$ cat src/rtl/alu_seq_pkg.sv
`default_nettype none
// ============================================================================
//  Module      : alu_seq_pkg
//  Description : Shared definitions for the ALU operand/opcode sequencer.
//                Holds the state encoding, the control-flag bundle and the
//                Moore decode from state to control flags.
//  Revision    : 1.0 - initial release
// ============================================================================
package alu_seq_pkg;

    localparam int c_state_w = 3;

    localparam logic [c_state_w-1:0] c_st_idle = 3'd0;
    localparam logic [c_state_w-1:0] c_st_clr  = 3'd1;
    localparam logic [c_state_w-1:0] c_st_lda  = 3'd2;
    localparam logic [c_state_w-1:0] c_st_ldb  = 3'd3;
    localparam logic [c_state_w-1:0] c_st_ldop = 3'd4;
    localparam logic [c_state_w-1:0] c_st_exec = 3'd5;
    localparam logic [c_state_w-1:0] c_st_rd   = 3'd6;
    localparam logic [c_state_w-1:0] c_st_done = 3'd7;

    typedef enum logic [c_state_w-1:0] {
        S_IDLE = c_st_idle,
        S_CLR  = c_st_clr,
        S_LDA  = c_st_lda,
        S_LDB  = c_st_ldb,
        S_LDOP = c_st_ldop,
        S_EXEC = c_st_exec,
        S_RD   = c_st_rd,
        S_DONE = c_st_done
    } state_t;

    // Single-bit control outputs, all Moore functions of the state.
    typedef struct packed {
        logic ready;
        logic bus_oe;
        logic rs1;
        logic rs2;
        logic rs3;
        logic lrst;
        logic alu_oe;
        logic done;
    } ctrl_t;

    // Value the control flags take while the sequencer sits in state s.
    function automatic ctrl_t decode_ctrl(input state_t s);
        ctrl_t c;
        c = '0;
        case (s)
            S_IDLE: c.ready  = 1'b1;
            S_CLR:  c.lrst   = 1'b1;
            S_LDA: begin
                c.bus_oe = 1'b1;
                c.rs1    = 1'b1;
            end
            S_LDB: begin
                c.bus_oe = 1'b1;
                c.rs2    = 1'b1;
            end
            S_LDOP: begin
                c.bus_oe = 1'b1;
                c.rs3    = 1'b1;
            end
            S_RD:   c.alu_oe = 1'b1;
            S_DONE: c.done   = 1'b1;
            default: c = '0;
        endcase
        return c;
    endfunction

endpackage
`default_nettype wire

$ cat src/rtl/alu_seq_ctrl.sv
`default_nettype none
// ============================================================================
//  Module      : alu_seq_ctrl
//  Description : Sequencer for the ALU operand/opcode register bank. Per
//                accepted start it drives A, B and the opcode onto the shared
//                bus with the matching load strobe, waits EXEC_CYC settle
//                cycles, enables the ALU onto the bus and captures the result.
//                All control outputs are registered so they change cleanly
//                on the clock edge that enters each state.
//  Revision    : 1.0 - initial release
// ============================================================================
module alu_seq_ctrl
    import alu_seq_pkg::*;
#(
    parameter int W        = 4,
    parameter int EXEC_CYC = 1
) (
    input  logic         clk,
    input  logic         grst,
    input  logic         start,
    input  logic         clr,
    input  logic [W-1:0] a_in,
    input  logic [W-1:0] b_in,
    input  logic [W-1:0] op_in,
    input  logic [W-1:0] bus_in,
    output logic         ready,
    output logic [W-1:0] bus_out,
    output logic         bus_oe,
    output logic         rs1,
    output logic         rs2,
    output logic         rs3,
    output logic         lrst,
    output logic         alu_oe,
    output logic [W-1:0] result,
    output logic         done
);

    localparam int                 c_cnt_w    = $clog2(EXEC_CYC + 1);
    localparam logic [c_cnt_w-1:0] c_cnt_last = c_cnt_w'(EXEC_CYC - 1);

    // Reset value of the control flags: idle, ready, nothing driven.
    localparam ctrl_t c_ctrl_rst = '{ready: 1'b1, default: 1'b0};

    state_t         r_state;
    state_t         w_next;
    ctrl_t          r_ctrl;
    logic [W-1:0]   r_bus;
    logic [W-1:0]   w_bus_nxt;
    logic [W-1:0]   r_b;
    logic [W-1:0]   r_op;
    logic [W-1:0]   r_result;
    logic [c_cnt_w-1:0] r_cnt;

    // State register.
    always_ff @(posedge clk or posedge grst) begin
        if (grst) begin
            r_state <= S_IDLE;
        end else begin
            r_state <= w_next;
        end
    end

    // Next-state logic and the bus value for the state being entered.
    // Operand A goes straight from a_in into the bus register on the
    // accepting edge, so only B and the opcode need their own latches.
    always_comb begin
        w_next    = r_state;
        w_bus_nxt = '0;
        case (r_state)
            S_IDLE: begin
                if (clr) begin
                    w_next = S_CLR;
                end else if (start) begin
                    w_next = S_LDA;
                end
            end
            S_CLR:  w_next = S_IDLE;
            S_LDA:  w_next = S_LDB;
            S_LDB:  w_next = S_LDOP;
            S_LDOP: w_next = S_EXEC;
            S_EXEC: begin
                if (r_cnt == c_cnt_last) begin
                    w_next = S_RD;
                end
            end
            S_RD:   w_next = S_DONE;
            S_DONE: w_next = S_IDLE;
            default: w_next = S_IDLE;
        endcase

        case (w_next)
            S_LDA:  w_bus_nxt = a_in;
            S_LDB:  w_bus_nxt = r_b;
            S_LDOP: w_bus_nxt = r_op;
            default: w_bus_nxt = '0;
        endcase
    end

    // Registered Moore outputs, decoded from the state being entered.
    always_ff @(posedge clk or posedge grst) begin
        if (grst) begin
            r_ctrl <= c_ctrl_rst;
            r_bus  <= '0;
        end else begin
            r_ctrl <= decode_ctrl(w_next);
            r_bus  <= w_bus_nxt;
        end
    end

    // Operand latches: captured only on the edge that accepts a start.
    always_ff @(posedge clk or posedge grst) begin
        if (grst) begin
            r_b  <= '0;
            r_op <= '0;
        end else if (r_state == S_IDLE && !clr && start) begin
            r_b  <= b_in;
            r_op <= op_in;
        end
    end

    // Settle counter: runs only while in EXEC, parked at zero otherwise.
    always_ff @(posedge clk or posedge grst) begin
        if (grst) begin
            r_cnt <= '0;
        end else if (r_state == S_EXEC) begin
            r_cnt <= r_cnt + 1'b1;
        end else begin
            r_cnt <= '0;
        end
    end

    // Result capture at the end of the ALU read cycle; held otherwise.
    always_ff @(posedge clk or posedge grst) begin
        if (grst) begin
            r_result <= '0;
        end else if (r_state == S_RD) begin
            r_result <= bus_in;
        end
    end

    assign ready   = r_ctrl.ready;
    assign bus_oe  = r_ctrl.bus_oe;
    assign rs1     = r_ctrl.rs1;
    assign rs2     = r_ctrl.rs2;
    assign rs3     = r_ctrl.rs3;
    assign lrst    = r_ctrl.lrst;
    assign alu_oe  = r_ctrl.alu_oe;
    assign done    = r_ctrl.done;
    assign bus_out = r_bus;
    assign result  = r_result;

endmodule
`default_nettype wire

$ cat config.mk
export PLATFORM = sky130hd
export DESIGN_NAME = alu_seq_ctrl
export DESIGN_NICKNAME = d
export VERILOG_FILES = /design/src/rtl/alu_seq_pkg.sv /design/src/rtl/alu_seq_ctrl.sv
export SDC_FILE = /design/constraint.sdc
export NUM_CORES = 1
export LEC_CHECK = 0
export CAP_MARGIN = 15
export CORE_MARGIN = 5
export CORE_UTILIZATION = 45
export CTS_CLUSTER_DIAMETER = 100
export CTS_CLUSTER_SIZE = 40
export DETAILED_ROUTE_END_ITERATION = 7
export PLACE_DENSITY_LB_ADDON = 0.3
export SLEW_MARGIN = 20
export SYNTH_ARGS = -nofsm -noshare
export SYNTH_HDL_FRONTEND = slang
export SYNTH_SLANG_ARGS = --single-unit
$ cat constraint.sdc
create_clock -name clk -period 1.5 [get_ports clk]
set_input_delay 0.15 -clock clk [delete_from_list [all_inputs] [get_ports clk]]
set_output_delay 0.15 -clock clk [all_outputs]
set_load 0.005 [all_outputs]
# Word level (Yosys, flattened, before mapping)
# Cells that the tools add are included.
[op_classes] n_eq_ne=13 add_sub_neg=1 mux=14 n_reduce_logical=7
[op_table] op="3-bit equality test, second input constant" count=7
[op_table] op="3-bit case mux with 7 select lines" count=1
[op_table] op="3-bit by 2-bit equality test with 1-bit output, second input constant" count=4
[op_table] op="4-bit case mux with 3 select lines" count=1
[op_table] op="1-bit two-way mux" count=9
[op_table] op="3-bit two-way mux" count=3
[op_table] op="3-bit by 1-bit equality test with 1-bit output, second input constant" count=2
[op_table] op="3-bit logical NOT" count=2
[op_table] op="3-bit OR reduction" count=1
[op_table] op="1-bit logical AND" count=2
[op_table] op="2-bit OR reduction" count=1
[op_table] op="1-bit adder, second input constant" count=1
[op_table] op="1-bit logical NOT" count=1
[word_totals] wordCells=49 ff_bits=28 in_bits=20 output_inout_bits=16

# Depth between registers and ports, before layout
# Gate-level depths: netlist of run 1.
[depth] word_depth=6 ltp_mapped=5 depth_no_buf=4

# Worst setup path after synthesis of run 1
# OpenSTA, ideal clock, no wires.
[synth_path] kind="register -> register" start="register r_state[0]" end="register r_b[0]" stages_incl_launch_ff=6 required_ps=1375 synth_period_minus_slack_ps=1362 arrival_ps=1237 setup_time_ps=125 n_path_buf=1 setup_slack_ps=138 path_cell_list="dfrtp_1 -> buf_6 -> nor3_4 -> nand3b_4 -> inv_8 -> mux2_4"
[synth_via] elab_chain_len=3
[synth_rtl] item="start, declared" line="alu_seq_ctrl.sv:44" rtl="state_t r_state;"
[synth_rtl] item="start signal, assigned" line="alu_seq_ctrl.sv:59" rtl="r_state <= w_next;"
[synth_rtl] item="3-bit logical NOT" line="alu_seq_ctrl.sv:115" rtl="end else if (r_state == S_IDLE && !clr && start) begin"
[synth_rtl] item="1-bit logical AND (2 in a row)" line="alu_seq_ctrl.sv:115"
[synth_rtl] item="end signal, assigned" line="alu_seq_ctrl.sv:116" rtl="r_b <= b_in;"
[synth_rtl] item="end, declared" line="alu_seq_ctrl.sv:49" rtl="logic [W-1:0] r_b;"
# Every way passes these cells.
# A chain may end at the register's enable or synchronous reset.

# Worst setup path in the final report of run 1
[layout_path] start="register r_state[0]" end="register r_b[2]"
# The elaborated chain is that of the path after synthesis.

==> flow_summary_export.csv, run 1 <==
group,metric,value,unit
clocking,cts_tree,"done",
setup_path,crit_path_start_kind,"flop",
setup_path,worstPathMaxFanout,10,
floorplanning,initial_core_util,0.470,
global_routing,track_usage,0.130,
final_layout,drive_gt1_frac,0.250,
synth,syn_nets,100,
floorplanning,dieArea,3680,um^2
sta,fin_hold_ws,0.0703,ns
pwr,p_sw,0.000781,W
synth,synth-seq-area-share,0.608,
final_layout,post-route-util,0.645,
floorplanning,num_rows,18,
sta,clock.fmax,722,MHz
pwr,ir_worst_vdd,0.909,mV
clocking,clk_pin_slew,0.14,ns
sta,rsz0062_at_grt,"false",
final_layout,layout.nets,141,
pwr,p_int,0.00192,W
setup_path,cp_slowest_stage_delay,0.47,ns
sta,max_slew_margin,0.760,
setup_path,path_cells,"nor3_4, nand3b_4, inv_8, mux2_4",
routing,wl_per_cell,14.1,um
min_path,hold_path.class,"primary input to async pin",
setup_path,crit_type,"flop to flop",
pwr,seq_power_share,0.470,
synth,avgSynthCellArea,14.4,um^2
pwr,swShare,0.290,
job,drv_cap,0,
placed_design,dp_hpwl,1.66,mm
setup_path,worstPathRequired,1.72,ns
floorplanning,core_area,2450,um^2
final_layout,area_growth,37.2,%
global_routing,grt_max_degree,21,
final_layout,antennaDiodeCount,0,
setup_path,r2r-end,"r_b[2]",
routing,drtPass1Iterations,4,
global_routing,antenna_found_initial,0,
clocking,cts.sinks,28,
global_routing,grt_first_pass_wirelength,3.46,mm
routing,vias_per_cell,4.88,
synth,synth_seq_cells,28,
global_routing,overflow,0,
setup_path,r2r_cells,4,
pwr,power_density,1700,nW/um^2
floorplanning,die_w,60.6,um
global_routing,first_global_vias,743,
floorplanning,ios,36,
setup_path,rrSetupSlack,0.11,ns
clocking,cts_buffers,3,
pwr,clkPwrFrac,0.115,
placed_design,place.gp.congestion,0.825,
sta,period_needed,1.39,ns
setup_path,worst_path_max_delay_cell,"dfrtp_1",
sta,timing.final.crit_share,0.923,
pwr,power.leakage,0.732,nW
synth,syn_inst,80,
routing,antenna_left,0,
routing,drt_iter0_markers,4,
clocking,clk_latency,0.32,ns
final_layout,fin_cells,150,
sta,clock-skew-final,0.00777,ns
pwr,combPwrFrac,0.415,
clocking,root_buffer,"clkbuf_4",
final_layout,final_cell_mix,"34 x clkdlybuf4s50_1, 27 x dfrtp_1, 8 x mux2_4, 8 x inv_1, 5 x o21ai_0",
routing,vias,732,
setup_path,cp.arrival,1.60,ns
synth,yosysWarnings,0,
setup_path,cp-end-kind,"flop",
sta,drv_slew,0,
clocking,post-cts-setup-buffers,0,
sta,tns,0,ns
pwr,power.total,0.00270,W
final_layout,final_common_cell,"clkdlybuf4s50_1",
synth,syn_area,1150,um^2
clocking,htreeDepth,1,
status,status,"completed",
routing,drt-total-wl,2.11,mm
clocking,cts_resized,1,
setup_path,r2r_start,"r_state[0]",
floorplanning,die_y,60.6,um
routing,route.detailed.drc,0,
sta,setup_viol_count_final,0,
synth,yosysUniqueCellTypes,25,
placed_design,io_buffers,35,
clocking,hold_buffers,0,
sta,hold_viol,0,
sta,tightestPinTransition,0.359,ns
clocking,cts_buffer_depth,2,
placed_design,dp_cells,146,
## layer usage
metal  GRT usage  part of all wire  up-vias
met5           0                 0        -
met4      0.0557             0.017        0
met3      0.0191             0.071        5
met2       0.209              0.52       27
met1       0.174              0.39      353
li1            -                 -      347
## synth_stat cells (all sizes together)
master | instances | area share
a22oi | 4 | 0.026
dfstp | 1 | 0.023
mux2 | 12 | 0.14
and2b | 1 | 0.0076
xnor2 | 2 | 0.015
o21ai | 5 | 0.022
inv | 9 | 0.036
nor3 | 1 | 0.014
nand3b | 1 | 0.017
dfrtp | 27 | 0.59
a21oi | 1 | 0.0043
nor3b | 1 | 0.011
buf | 3 | 0.026
and4 | 2 | 0.017
o2bb2ai | 1 | 0.0076
and3b | 1 | 0.0087
o41ai | 1 | 0.0076
nand2 | 3 | 0.0098
and2 | 1 | 0.0065
nor2 | 1 | 0.0033
or3 | 1 | 0.0054
clkbuf | 1 | 0.0033
## metrics by stage
step                      instance area (um^2)  worst slack, ns
after detailed placement                  1560            0.106
after CTS                                 1580            0.104
after global placement                    1560            0.134
after floorplan                           1150            0.138
final                                     1580            0.115
after global routing                      1580           0.0659
## state kept, by name (all words and copies together), names as in the netlist
signal,count
r_cnt,1
result,4
bus_out,4
r_state,3
rs1,1
bus_oe,1
rs3,1
rs2,1
r_b,4
done,1
lrst,1
alu_oe,1
r_op,4
ready,1
## cell type report
type,instances,area (um^2)
tap,30,37.5
multi-input combinational,39,377
inverter,9,41.3
sequential,28,702
timing repair buffer,40,399
fill,192,872
clock buffer,4,26.3
## cell families (layout without fill, tap and decap cells)
logic type,Yosys count,in the layout,share of synthesized area
compound gates,12,12,0.0672
xor+xnor,2,2,0.0152
buf+inv,13,53,0.0651
flops,28,28,0.608
mux,12,12,0.143
simple gates,13,13,0.101
## power by group through the flow
stage	registers, W	clock network (W)	logic (W)
2_1_floorplan	0.00123	0	0.000705
3_3_place_gp	0.00126	0	0.00113
3_5_place_dp	0.00128	0	0.00115
4_1_cts	0.00127	0.000321	0.00114
5_1_grt	0.00131	0.000345	0.00122
6_report	0.00127	0.000311	0.00112
## critical path, delay by kind of cell (launching register included)
family | cells | cell delay [ns]
simple gates | 2 | 0.38
mux | 1 | 0.31
buf+inv | 1 | 0.12
flops | 1 | 0.47
## worst max path at each step
stage / startpoint / to / slack (ns) / cells past startpoint
floorplan: r_state[0] / r_b[0] / 0.14 / 5
global placement: clr / r_state[1] / 0.13 / 4
CTS: r_state[1] / r_b[2] / 0.10 / 4
finish: r_state[0] / r_b[2] / 0.11 / 4
global route: r_state[1] / r_b[2] / 0.07 / 4
detailed placement: clr / r_state[1] / 0.11 / 4
(Power assumes the default switching activity.)
==> run 2: changes to the inputs <==
--- a/config.mk
+++ b/config.mk
@@ -11,7 +11,7 @@
 export CTS_CLUSTER_DIAMETER = 100
 export CTS_CLUSTER_SIZE = 40
 export DETAILED_ROUTE_END_ITERATION = 7
-export PLACE_DENSITY_LB_ADDON = 0.3
+export PLACE_DENSITY = 0.74
 export SLEW_MARGIN = 20
 export SYNTH_ARGS = -nofsm -noshare
 export SYNTH_HDL_FRONTEND = slang
==> run 2 against run 1 <==
Setup slack better by 0.022 ns. Sequential power about the same. Via count up 0.68%. Flip-flop and latch count unchanged. Wire length up 0.57%. Non-clock buffer count unchanged. Fmax up 1.6%. Combinational power about the same. Clock power up 18%. Final cell count unchanged.
==> flow_summary_export.csv, run 2 (same netlist as run 1, synthesis figures left out) <==
group,metric,value,unit
routing,drt_iter0_markers,5,
sta,max_slew_margin,0.766,
routing,wl_per_cell,14.2,um
routing,route.detailed.drc,0,
sta,drv_slew,0,
sta,period_needed,1.36,ns
min_path,hold_path.class,"primary input to async pin",
clocking,cts_buffer_depth,2,
final_layout,post-route-util,0.644,
global_routing,grt_first_pass_wirelength,3.53,mm
routing,vias_per_cell,4.91,
routing,antenna_left,0,
final_layout,drive_gt1_frac,0.258,
floorplanning,num_rows,18,
pwr,power_density,1740,nW/um^2
global_routing,antenna_found_initial,0,
placed_design,place.gp.congestion,0.783,
floorplanning,initial_core_util,0.470,
global_routing,track_usage,0.132,
setup_path,crit_type,"flop to flop",
sta,rsz0062_at_grt,"false",
pwr,power.leakage,0.733,nW
job,drv_cap,0,
routing,drt-total-wl,2.13,mm
clocking,clk_pin_slew,0.15,ns
setup_path,crit_buf_inv,1,
setup_path,cp_slowest_stage_delay,0.47,ns
setup_path,cp-end-kind,"flop",
setup_path,worstPathRequired,1.73,ns
clocking,cts_tree,"done",
sta,tightestPinTransition,0.349,ns
sta,clock.fmax,734,MHz
clocking,cts.sinks,28,
clocking,htreeDepth,1,
routing,drtPass1Iterations,4,
floorplanning,die_w,60.6,um
setup_path,cp.arrival,1.59,ns
global_routing,first_global_vias,803,
status,status,"completed",
clocking,root_buffer,"clkbuf_4",
final_layout,final_cell_mix,"34 x clkdlybuf4s50_1, 27 x dfrtp_1, 8 x mux2_4, 8 x inv_1",
floorplanning,ios,36,
setup_path,crit_path_start_kind,"flop",
setup_path,worst_path_max_delay_cell,"dfrtp_1",
sta,setup_viol_count_final,0,
final_layout,layout.nets,141,
final_layout,fin_cells,150,
floorplanning,dieArea,3680,um^2
placed_design,dp_hpwl,1.61,mm
global_routing,grt_max_degree,29,
pwr,ir_worst_vdd,0.984,mV
sta,timing.final.crit_share,0.909,
routing,vias,737,
setup_path,worstPathMaxFanout,10,
sta,clock-skew-final,0.00160,ns
clocking,cts_buffers,3,
sta,hold_viol,0,
placed_design,preCtsSetupSlack,0.0859,ns
final_layout,antennaDiodeCount,0,
setup_path,critPathTopFamily,"flip-flops",
clocking,clk_latency,0.32,ns
floorplanning,core_area,2450,um^2
sta,tns,0,ns
clocking,post-cts-setup-buffers,0,
floorplanning,die_y,60.6,um
global_routing,overflow,0,
final_layout,area_growth,37.0,%
final_layout,final_common_cell,"clkdlybuf4s50_1",
setup_path,path_cells,"nor3_4, nand3b_4, inv_8, mux2_4",
placed_design,io_buffers,35,
placed_design,dp_cells,146,
sta,fin_ws,0.137,ns
run 2: what timing repair did:
item	in CTS	in global routing
gates resized for setup	1	0
hold buffers	0	0
setup endpoints to repair	1	0
run 2: layout make-up:
cell class / instances / area (um^2)
fill: 216 / 875
sequential: 28 / 702
timing repair buffer: 40 / 387
multi-input combinational: 39 / 377
inverter: 9 / 41.3
tap: 30 / 37.5
clock buffer: 4 / 36.3
run 2: report_power, final:
part	total, W	internal (W)	switching, W
Sequential	0.00127	0.00108	0.000189
Combinational	0.00111	0.000728	0.000382
Clock	0.000366	0.000148	0.000218
run 2: metrics by stage:
step | instance area [um^2] | power, W | hold slack (ns)
floorplan | 1150 | 0.00193 | 0.200
finish | 1580 | 0.00275 | 0.162
detailed placement | 1550 | 0.00242 | 0.493
global placement | 1550 | 0.00238 | 0.486
CTS | 1580 | 0.00278 | 0.177
global route | 1580 | 0.00294 | 0.195
run 2: worst paths after layout:
| check | from | to | slack, ns | cells past startpoint |
|---|---|---|---|---|
| setup reg to reg | r_state[0] | r_op[3] | 0.14 | 4 |
| max in group asynchronous | grst | ready | 1.04 | 3 |
| hold / removal | grst | alu_oe | 0.16 | 3 |
| setup / recovery | r_state[0] | r_op[3] | 0.14 | 4 |
| min in group clk | a_in[2] | bus_out[2] | 0.35 | 3 |
| hold reg to reg | result[2] | result[2] | 0.52 | 1 |
run 2: worst register-to-register path, delay by kind of cell (launching register included):
| family | cells | cell delay (ns) |
|---|---|---|
| buffers and inverters | 1 | 0.12 |
| DFF | 1 | 0.47 |
| muxes | 1 | 0.31 |
| and+or+nand+nor | 2 | 0.38 |
run 2: layer usage:
metal / global-route usage / vias to the layer above / wire, um
li1: - / 348 / -
met1: 0.162 / 359 / 900
met2: 0.227 / 28 / 1040
met3: 0.0298 / 2 / 173
met4: 0.0464 / 0 / 11
met5: 0 / - / 0
==> run 3: changes to the inputs <==
--- a/config.mk
+++ b/config.mk
@@ -11,7 +11,8 @@
 export CTS_CLUSTER_DIAMETER = 100
 export CTS_CLUSTER_SIZE = 40
 export DETAILED_ROUTE_END_ITERATION = 7
-export PLACE_DENSITY = 0.74
+export DONT_BUFFER_PORTS = 1
+export PLACE_DENSITY = 0.56
 export SLEW_MARGIN = 20
 export SYNTH_ARGS = -nofsm -noshare
 export SYNTH_HDL_FRONTEND = slang
==> run 3 against run 2 <==
Clock power rose by 34%. Fmax fell by 3.2%. Die area did not move. First-iteration DRC count rose to 6.0 times the previous value. Clock skew rose by 0.0075 ns. Wire length rose by 4.8%. Flip-flop and latch count did not move. Sequential share of layout area rose by 4.2 points. Non-clock buffer count fell by 15. Highest routed layer unchanged. Critical endpoint is now result[1]. Worst hold slack got worse by 0.12 ns. Global-route usage rose by 0.14 points.
==> flow_summary_export.csv, run 3 (same netlist as run 1, synthesis figures left out) <==
group,metric,value,unit
floorplanning,num_rows,18,
final_layout,final_cell_mix,"27 x dfrtp_1, 19 x dlygate4sd3_1, 8 x mux2_4, 8 x inv_1, 6 x buf_4",
final_layout,fin_cells,135,
setup_path,worstPathRequired,1.72,ns
routing,wl_per_cell,16.5,um
clocking,cts_buffers,3,
pwr,power.leakage,0.690,nW
setup_path,r2r_start,"r_state[0]",
sta,setup_viol_count_final,0,
job,drv_cap,0,
min_path,min_to,"rs1",
floorplanning,ios,36,
clocking,clk_latency,0.33,ns
pwr,power_density,1790,nW/um^2
clocking,post-cts-setup-buffers,0,
placed_design,io_buffers,0,
floorplanning,die_w,60.6,um
sta,max_slew_margin,0.734,
global_routing,overflow,0,
setup_path,cp.arrival,1.63,ns
final_layout,final_area,1450,um^2
routing,vias_per_cell,5.00,
setup_path,crit_type,"flop to flop",
final_layout,post-route-util,0.589,
setup_path,worstPathMaxFanout,7,
sta,tns,0,ns
setup_path,r2r-end,"result[1]",
sta,clock.fmax,710,MHz
setup_path,r2r_cells,3,
setup_path,critPathLaunch,"r_state[0]",
clocking,cts_tree,"done",
floorplanning,die_y,60.6,um
final_layout,antennaDiodeCount,0,
sta,tightestPinTransition,0.397,ns
global_routing,grt_first_pass_wirelength,3.51,mm
clocking,htreeDepth,1,
global_routing,first_global_vias,757,
clocking,cts_buffer_depth,2,
sta,period_needed,1.41,ns
setup_path,cp-end-kind,"flop",
floorplanning,initial_core_util,0.470,
sta,drv_slew,0,
final_layout,drive_gt1_frac,0.305,
final_layout,area_growth,25.3,%
clocking,clk_pin_slew,0.15,ns
global_routing,antenna_found_initial,0,
floorplanning,dieArea,3680,um^2
pwr,ir_worst_vdd,1.12,mV
final_layout,final_common_cell,"dfrtp_1",
placed_design,place.gp.congestion,0.700,
clocking,cts.sinks,28,
status,status,"completed",
placed_design,dp_hpwl,1.50,mm
sta,timing.final.crit_share,0.939,
routing,route.detailed.drc,0,
routing,drt-total-wl,2.23,mm
final_layout,layout.nets,126,
global_routing,grt_max_degree,17,
routing,vias,675,
min_path,hold_path.class,"primary input to flop",
routing,drtPass1Iterations,4,
sta,rsz0062_at_grt,"false",
min_path,worstHoldPathCells,2,
sta,hold_viol,0,
placed_design,dp_cells,112,
routing,antenna_left,0,
sta,fin_hold_ws,0.0474,ns
min_path,hp-start,"clr",
global_routing,track_usage,0.133,
setup_path,rrSetupSlack,0.09,ns
placed_design,place_area,1200,um^2
floorplanning,core_area,2450,um^2
clocking,root_buffer,"clkbuf_4",
routing,drt_iter0_markers,30,
setup_path,crit_path_start_kind,"flop",
sta,clock-skew-final,0.00911,ns
[run 3: cell types whose count changed in the layout (fill, tap and decap cells not counted)]
cell and delta:
buf_4 +1, bufinv_16 +1, clkdlybuf4s50_1 -34, dlygate4sd3_1 +19
clkbuf_8 -1, dlygate4sd2_1 -1
[run 3: through the flow]
step	worst slack, ns	power, W
floorplan	0.138	0.00193
global route	0.0150	0.00276
detailed placement	0.0890	0.00208
finish	0.0914	0.00258
global placement	0.132	0.00206
CTS	0.0687	0.00261
[run 3: worst max path at each step]
stage	endpoint	cells after the start
4_1_cts	result[1]	3
3_5_place_dp	result[1]	3
3_3_place_gp	r_op[1]	4
2_1_floorplan	r_b[0]	5
6_report	result[1]	3
5_1_grt	result[3]	3
[run 3: timing repair]
item                                   4_1_cts  5_1_grt
hold buffers                                19        0
endpoints found under the hold margin       48        0
resized for setup                            0        0
[run 3: worst max-delay path: stages, from the launching register on]
cell	delay, ns
dfrtp_1	0.50
and2b_2	0.26
nand2_1	0.18
mux2_2	0.37
[run 3: power breakdown]
group	internal, W	total, W	switching, W
Sequential	0.00108	0.00131	0.000226
Clock	0.000270	0.000490	0.000220
Combinational	0.000470	0.000785	0.000315
Total	0.00182	0.00258	0.000761
[run 3: area by class of cell]
cell class / count / area, um^2
well taps: 30 / 37.5
inverters: 9 / 41.3
clock buffers: 3 / 22.5
fillers: 198 / 1010
multi-input cells: 39 / 377
repair buffers: 25 / 235
flip-flops and latches: 28 / 702
clock inverters: 1 / 30.0
[run 3: routing by layer]
layer  track usage  routed length [um]  up-vias
li1              -                   -      321
met1         0.161                 851      330
met2         0.232                1200       22
met3        0.0255                 157        2
met4        0.0557                  14        0
met5             0                   0        -
